### config.mk
export PLATFORM = sky130hd
export DESIGN_NAME = alu_seq
export DESIGN_NICKNAME = d
export VERILOG_FILES = /design/src/rtl/alu_seq.sv
export SDC_FILE = /design/constraint.sdc
export NUM_CORES = 1
export LEC_CHECK = 0
export ABC_AREA = 1
export BUFFER_PORTS_ARGS = -buffer_cell sky130_fd_sc_hd__buf_2
export CORE_ASPECT_RATIO = 0.5
export CORE_MARGIN = 2
export CORE_UTILIZATION = 60
export CTS_CLUSTER_SIZE = 8
export DETAILED_ROUTE_END_ITERATION = 12
export PLACE_DENSITY = 0.81
export SLEW_MARGIN = 20
export SYNTH_ARGS = -nofsm -noshare
export SYNTH_HDL_FRONTEND = slang
export SYNTH_SLANG_ARGS = --single-unit
### constraint.sdc
create_clock -name clk -period 7.56 [get_ports clk]
set_input_delay 0.378 -clock clk [delete_from_list [all_inputs] [get_ports clk]]
set_output_delay 0.378 -clock clk [all_outputs]
set_load 0.03 [all_outputs]
### src/rtl/alu_seq.sv
// Registered ALU with valid/ready handshakes, a persistent {S,Z,C,V} flag
// register and iterative one-bit-per-cycle shifts and rotates.
module alu_seq #(
  parameter int unsigned WIDTH = 16,
  parameter int unsigned SHW   = $clog2(WIDTH)
) (
  input  logic             clk,
  input  logic             rst,
  input  logic             in_valid,
  output logic             in_ready,
  input  logic [3:0]       op,
  input  logic [WIDTH-1:0] a,
  input  logic [WIDTH-1:0] b,
  output logic             out_valid,
  input  logic             out_ready,
  output logic [WIDTH-1:0] result,
  output logic             res_we,
  output logic             err,
  output logic [3:0]       cond
);

  typedef enum logic [1:0] {IDLE, SHIFT, DONE} state_e;

  typedef enum logic [3:0] {
    OP_ADD = 4'd0,
    OP_SUB = 4'd1,
    OP_AND = 4'd2,
    OP_OR  = 4'd3,
    OP_XOR = 4'd4,
    OP_CMP = 4'd5,
    OP_MOV = 4'd6,
    OP_ADC = 4'd7,
    OP_SLL = 4'd8,
    OP_ROL = 4'd9,
    OP_SRL = 4'd10,
    OP_SRA = 4'd11
  } op_e;

  state_e           state;
  logic [3:0]       op_q;
  logic [WIDTH-1:0] sh_q;
  logic [SHW-1:0]   cnt;

  logic [WIDTH:0]   ext;
  logic [WIDTH-1:0] res;
  logic             fv;
  logic             legal;
  logic             shift_op;
  logic             we;
  logic [SHW-1:0]   n;

  logic [WIDTH-1:0] sh_nx;
  logic             sh_c;

  assign in_ready  = (state == IDLE);
  assign out_valid = (state == DONE);
  assign n         = b[SHW-1:0];

  // Single-cycle ops evaluated on the request inputs; C is always bit WIDTH
  // of the extended result, which is 0 for logic ops, MOV and zero-length shifts.
  always_comb begin
    ext      = '0;
    fv       = 1'b0;
    legal    = 1'b1;
    shift_op = 1'b0;
    we       = 1'b1;
    case (op)
      OP_ADD: begin
        ext = {1'b0, a} + {1'b0, b};
        fv  = (a[WIDTH-1] == b[WIDTH-1]) && (ext[WIDTH-1] != a[WIDTH-1]);
      end
      OP_ADC: begin
        ext = {1'b0, a} + {1'b0, b} + {{WIDTH{1'b0}}, cond[1]};
        fv  = (a[WIDTH-1] == b[WIDTH-1]) && (ext[WIDTH-1] != a[WIDTH-1]);
      end
      OP_SUB, OP_CMP: begin
        ext = {1'b0, a} - {1'b0, b};
        fv  = (a[WIDTH-1] != b[WIDTH-1]) && (ext[WIDTH-1] != a[WIDTH-1]);
        we  = (op != OP_CMP);
      end
      OP_AND: ext = {1'b0, a & b};
      OP_OR:  ext = {1'b0, a | b};
      OP_XOR: ext = {1'b0, a ^ b};
      OP_MOV: ext = {1'b0, b};
      OP_SLL, OP_ROL, OP_SRL, OP_SRA: begin
        shift_op = 1'b1;
        ext      = {1'b0, a};
      end
      default: begin
        legal = 1'b0;
        we    = 1'b0;
      end
    endcase
    res = ext[WIDTH-1:0];
  end

  always_comb begin
    sh_nx = sh_q;
    sh_c  = 1'b0;
    case (op_q)
      OP_SLL: {sh_c, sh_nx} = {sh_q, 1'b0};
      OP_ROL: begin
        sh_c  = sh_q[WIDTH-1];
        sh_nx = {sh_q[WIDTH-2:0], sh_q[WIDTH-1]};
      end
      OP_SRL: {sh_nx, sh_c} = {1'b0, sh_q};
      default: {sh_nx, sh_c} = {sh_q[WIDTH-1], sh_q};
    endcase
  end

  always_ff @(posedge clk) begin
    if (rst) begin
      state  <= IDLE;
      op_q   <= '0;
      sh_q   <= '0;
      cnt    <= '0;
      result <= '0;
      res_we <= 1'b0;
      err    <= 1'b0;
      cond   <= '0;
    end else begin
      case (state)
        IDLE: begin
          if (in_valid) begin
            if (!legal) begin
              result <= '0;
              res_we <= 1'b0;
              err    <= 1'b1;
              state  <= DONE;
            end else if (shift_op && (n != '0)) begin
              op_q  <= op;
              sh_q  <= a;
              cnt   <= n;
              state <= SHIFT;
            end else begin
              result <= res;
              res_we <= we;
              err    <= 1'b0;
              cond   <= {res[WIDTH-1] ^ fv, res == '0, ext[WIDTH], fv};
              state  <= DONE;
            end
          end
        end
        SHIFT: begin
          sh_q <= sh_nx;
          cnt  <= cnt - 1'b1;
          if (cnt == SHW'(1)) begin
            result <= sh_nx;
            res_we <= 1'b1;
            err    <= 1'b0;
            cond   <= {sh_nx[WIDTH-1], sh_nx == '0, sh_c, 1'b0};
            state  <= DONE;
          end
        end
        DONE: begin
          if (out_ready) begin
            err   <= 1'b0;
            state <= IDLE;
          end
        end
        default: state <= IDLE;
      endcase
    end
  end

endmodule

* Word-level counts from Yosys, hierarchy flattened
Cells that the tools add are included.
** Storage, ports and cells
- Register bits :: 48
- Bits of input ports :: 40
- Word-level logic and storage cells :: 110
** Operators by class
- Add/subtract/negate cells :: 4
- Eq/ne operators :: 30
- Muxes and demuxes :: 42
- Bitwise operators :: 4
- Reduce and logical (&&, ||, !) cells :: 22
** Operators by type and width (count)
- 17-bit one-hot mux with 8 select lines :: 1
- 16-bit two-way mux :: 7
- 16-bit one-hot mux with 2 select lines :: 2
- 16-bit one-hot mux with 3 select lines :: 1
- 16-bit logical NOT :: 2
- 4-bit equality test, second input constant :: 7
- 4-bit two-way mux :: 7
- 16-bit by 16-bit adder with 17-bit output :: 1
- 17-bit by 1-bit adder with 17-bit output :: 1
- 16-bit by 16-bit subtractor with 17-bit output :: 1
- 16-bit bitwise AND :: 1
- 4-bit by 3-bit equality test with 1-bit output, second input constant :: 4
- 16-bit OR :: 1
- 4-bit one-hot mux with 2 select lines :: 2
- 16-bit XOR :: 1
- 1-bit two-way mux :: 12
- 4-bit AND reduction :: 3
- 12-bit OR reduction :: 1
- 2-bit two-way mux :: 5
- 5-bit AND reduction :: 2
- 10-bit OR reduction :: 1
- 4-bit by 1-bit equality test with 1-bit output, second input constant :: 2
- 4-bit by 2-bit equality test with 1-bit output, second input constant :: 2
- 2-bit by 1-bit != test with 1-bit output, second input constant :: 3
- other kinds (21) :: 32

* Logic depth before layout (Yosys ltp)
- Depth after elaboration :: 10
- Mapped depth :: 25

* Worst setup path after synthesis
Ideal clock, no wire load.
- Kind :: input to register
- From :: input port a[0]
- To :: register cond[1]
- Library setup time :: 120 ps
- Arrival time :: 2557 ps
- Required time :: 7440 ps
- Path slack :: 4883 ps
- Stages on the path :: 20
- Buffers on the path :: 0
- Cell sequence :: ha_1 inv_1 fa_1 inv_1 ha_1 inv_1 nor2_1 nand3_1 nor2_2 nand2_1 nor2_2 nand2_2 nor2_4 nand2_1 nor2_1 a21oi_1 o21ai_1 o211ai_1 nand2_1 a21oi_1
** On the way
- Cells in the longest elaborated chain, start to end :: 7
- Elaborated cells on any way between the ends :: 8
- Those cells by class :: add/sub (3); mux (5)
** Ends and longest elaborated chain
- start, declared :: line 12 : input logic [WIDTH-1:0] a,
- 16-bit by 16-bit adder with 17-bit output :: line 69, 73
- 17-bit by 1-bit adder with 17-bit output :: line 73 : ext = {1'b0, a} + {1'b0, b} + {{WIDTH{1'b0}}, cond[1]};
- 17-bit one-hot mux with 8 select lines (*) :: line 67 : case (op)
- 4-bit two-way mux (*) :: line 130 : end else if (shift_op && (n != '0)) begin
- 4-bit two-way mux (*) :: line 125 : if (!legal) begin
- 4-bit two-way mux (*) :: line 124 : if (in_valid) begin
- 4-bit one-hot mux with 2 select lines (*) :: line 122 : case (state)
- end signal, assigned :: line 139 : cond <= {res[WIDTH-1] ^ fv, res == '0, ext[WIDTH], fv};
- end signal, assigned :: line 151 : cond <= {sh_nx[WIDTH-1], sh_nx == '0, sh_c, 1'b0};
- end, declared :: line 19 : output logic [3:0] cond
Mark *: on every way between the ends. The rest lies on a longest branch, timed or not. The select of a mux whose other input is x is not followed.
A chain may end at the register's enable or synchronous reset.

* Worst setup path in the final report
- From :: input port b[0]
- To :: register cond[2]
** On the way
- Cells in the longest elaborated chain, start to end :: 8
- Elaborated cells on any way between the ends :: 16
- Those cells by class :: add/sub (3); eq/ne (1); mux (5); bitwise (3); reduce/logical (4)
** Ends and longest elaborated chain
- start, declared :: line 13 : input logic [WIDTH-1:0] b,
- 16-bit by 16-bit adder with 17-bit output :: line 69, 73
- 17-bit by 1-bit adder with 17-bit output :: line 73
- 17-bit one-hot mux with 8 select lines :: line 67
- 16-bit logical NOT :: line 139
- 4-bit two-way mux :: line 130
- 4-bit two-way mux :: line 125
- 4-bit two-way mux :: line 124
- 4-bit one-hot mux with 2 select lines :: line 122
Parallel ways exist; a longest one is shown, timed or not. The select of a mux whose other input is x is not followed.

==> impl_metrics.csv <==
group,metric,value,unit
pwr,power,1.64,mW
cells_and_area,postLayoutCellArea,6450,um2
critical_path,path_cells,"buf_2 > ha_1 > inv_1 > fa_1 > inv_2 > nand3_2 > nand2_4 > nand2_2 > nand2_2 > nand2_1 > nand2_2 > nand2_1 > nand3_1 > nand3b_1 > nor2_1 > nand3_1 > nor2_1 > nand3_1 > nor2_1 > nand3_1 > a21oi_2",
routing,drt-total-wl,20.8,mm
timing,rsz0062_at_grt,"no",
critical_path,crit_path_max_fanout,5,
routing,drtAntennaViolNets,0,
global_routing,grt_antenna_before_repair,0,
pwr,sw_frac_of_total,0.530,
global_routing,grt_pass1_wl,31.9,mm
hold_path,hold_class,"in2reg",
routing,wl_per_cell,17.9,um
critical_path,max_stage_delay,0.43,ns
global_routing,grt_use_total,0.378,
routing,via_per_inst,5.99,
timing,finalCriticalPeriod,3.24,ns
placed_design,place_congestion,1.02,
timing,slew_headroom,0.241,
global_routing,grt_max_degree,52,
pwr,ir_drop,0.000367,V
clock_network,cts_resized,0,
timing,fin_crit_sh,0.428,
pwr,comb_power_share,0.609,
timing,hold_violations,0,
synthesis,synth_top_area_frac,0.161,
timing,setup_viol,0,
synthesis,synth-seq-cells,48,
synthesis,synth_most_common_cell,"nand2_1",
clock_network,root_buffer,"clkbuf_16",
clock_network,post_cts_buffers,0,
pwr,internal-power,0.773,mW
clock_network,cts_buffer_depth,2,
critical_path,critPathKind,"in2reg",
die,die_area,10800,um2
cells_and_area,diodes,0,
timing,timing.fmax,0.309,GHz
placed_design,hpwl,16.0,mm
synthesis,synth.area.top_cells,"dfxtp_1, nand2_1, ha_1",
global_routing,overflow,0,
cells_and_area,drive_above_1_share,0.133,
pwr,power.density,255,nW/um2
critical_path,crit_path_end_kind,"register",
synthesis,synth_cell_types,45,
routing,drt_iter0_markers,831,
routing,firstDrtPassIters,6,
status,outcome,"completed",
cells_and_area,area_growth,7.89,%
clock_network,cts_tree,"yes",
routing,drc,0,
critical_path,start_kind,"primary input",
clock_network,cts_sinks,48,
synthesis,postSynthAreaPerCell,6.04,um2
die,fp.dieH,74.6,um
critical_path,path_common_cell,"nand3_1",
pwr,pwr-share-clk,0.138,
critical_path,cp_data_required_time,7.79,ns
clock_network,clock_latency,0.29,ns
synthesis,ys_warn_count,0,
cells_and_area,nNetsFinal,1130,
synthesis,synth.net_count,1093,
pwr,p_leak,3.23,nW
critical_path,crit_arrival,3.47,ns
routing,routed-via-count,6964,
clock_network,cts_buffers,5,
global_routing,grt_pass1_vias,5980,
die,die_width,145,um
clock_network,path_clk_slew,0.07,ns
timing,setup-tns-final,0,ns
synthesis,synth_common_cells,"nand2_1, inv_1, nor2_1",
synthesis,synth-edff-count,0,
die,start_util,0.625,
die,row_count,25,
die,core_area,9570,um2
synthesis,async_reset_ff_frac,0,
synthesis,mappedNetlistArea,5980,um2
timing,worstMarginPinSlew,1.14,ns
cells_and_area,final_util,0.674,
critical_path,crit_slowest_cell,"fa_1",
clock_network,cts_hold_repair.buffers,0,
synthesis,seq_area_frac_synth,0.161,
clock_network,htreeDepth,2,
die,io_pins,64,
timing,clock_skew,0.00516,ns
placed_design,placed_area,6300,um2
synthesis,yosys.area.top_type,"dfxtp_1",
pwr,seqPwrFrac,0.254,
synthesis,postSynthCellCount,990,
placed_design,io_buffers,63,
synthesis,synthFlopType,"dfxtp_1",
pwr,switching_power,0.872,mW
flow_run,cap_viol_max_count,0,
timing,slew_viol_final,0,
[power groups by stage]
stage          Combinational (mW)  Sequential [mW]  Clock (mW)
4_1_cts                     0.973            0.415       0.224
3_3_place_gp                0.953            0.418           0
2_1_floorplan               0.641            0.488           0
5_1_grt                      1.10            0.428       0.235
3_5_place_dp                0.961            0.418           0
6_report                     1.00            0.417       0.227
[layout make-up]
| cell class | instances | area [um2] |
|---|---|---|
| tap | 135 | 169 |
| timing repair buffer | 65 | 330 |
| clock inverter | 2 | 10.0 |
| clock buffer | 6 | 139 |
| fill | 945 | 3120 |
| multi-input combinational | 738 | 4210 |
| inverter | 169 | 637 |
| sequential | 48 | 961 |
[layout by cell type (no fill, tap or decap), types with 7 or more instances in the layout]
| cell type | Yosys | layout |
|---|---|---|
| nand2_2 | 18 | 18 |
| nand2_1 | 218 | 218 |
| nand3_2 | 12 | 12 |
| o211ai_1 | 7 | 7 |
| nand4_1 | 15 | 15 |
| nand3_1 | 66 | 66 |
| nor2_1 | 81 | 81 |
| a31oi_1 | 18 | 18 |
| a211oi_1 | 8 | 8 |
| a221oi_1 | 17 | 17 |
| o21ai_0 | 72 | 72 |
| ha_1 | 61 | 61 |
| inv_1 | 154 | 154 |
| dfxtp_1 | 48 | 48 |
| buf_2 | 12 | 63 |
| a21oi_1 | 68 | 68 |
| nor2_2 | 9 | 9 |
| o22ai_1 | 23 | 23 |
| nor3_1 | 8 | 8 |
| inv_2 | 11 | 11 |
[flip-flops by register name, summed over array words and instances (netlist names)]
name / cells
result: 16
sh_q: 16
cnt: 4
cond: 4
op_q: 4
state: 2
err: 1
res_we: 1
[critical path, delay by kind of cell]
| family | cells | cell delay (ns) |
|---|---|---|
| buffers and inverters | 3 | 0.40 |
| AOI/OAI and AO/OA | 1 | 0.12 |
| adders and majority gates | 2 | 0.75 |
| and+or+nand+nor | 15 | 1.80 |
[path summary, 6_finish.rpt]
check | start | endpoint | slack (ns) | cells after the start
worst min register to register | op_q[2] | op_q[2] | 0.44 | 2
worst max register to register | state[1] | cnt[3] | 4.43 | 9
worst max-delay path | b[0] | cond[2] | 4.32 | 21
worst min-delay path | in_valid | op_q[1] | 0.40 | 3
[per-stage QoR]
stage                     hold slack [ns]  setup slack (ns)  cells
after floorplan                     0.419              4.88    990
after global placement              0.427              4.20   1155
after detailed placement            0.435              4.14   1155
after CTS                           0.411              4.43   1163
after global routing                0.428              4.15   1163
final                               0.403              4.32   1163
[layer usage]
metal | vias up | global-route usage | share of wire | routed length (um)
met5 | - | 0 | 0 | 0
met4 | 0 | 0.0980 | 0.023 | 487
met3 | 45 | 0.107 | 0.15 | 3050
met2 | 420 | 0.557 | 0.39 | 8040
met1 | 3159 | 0.544 | 0.44 | 9280
li1 | 3340 | - | - | -
[cells by family (layout without fill, tap and decap cells)]
kind of cell | count (synthesis) | count (layout) | share of synthesized area
xor+xnor | 2 | 2 | 0.00293
compound gates | 228 | 228 | 0.223
flops | 48 | 48 | 0.161
fa+ha+maj | 63 | 63 | 0.134
simple gates | 445 | 445 | 0.343
buf+inv | 204 | 242 | 0.136
(Power assumes the default switching activity.)
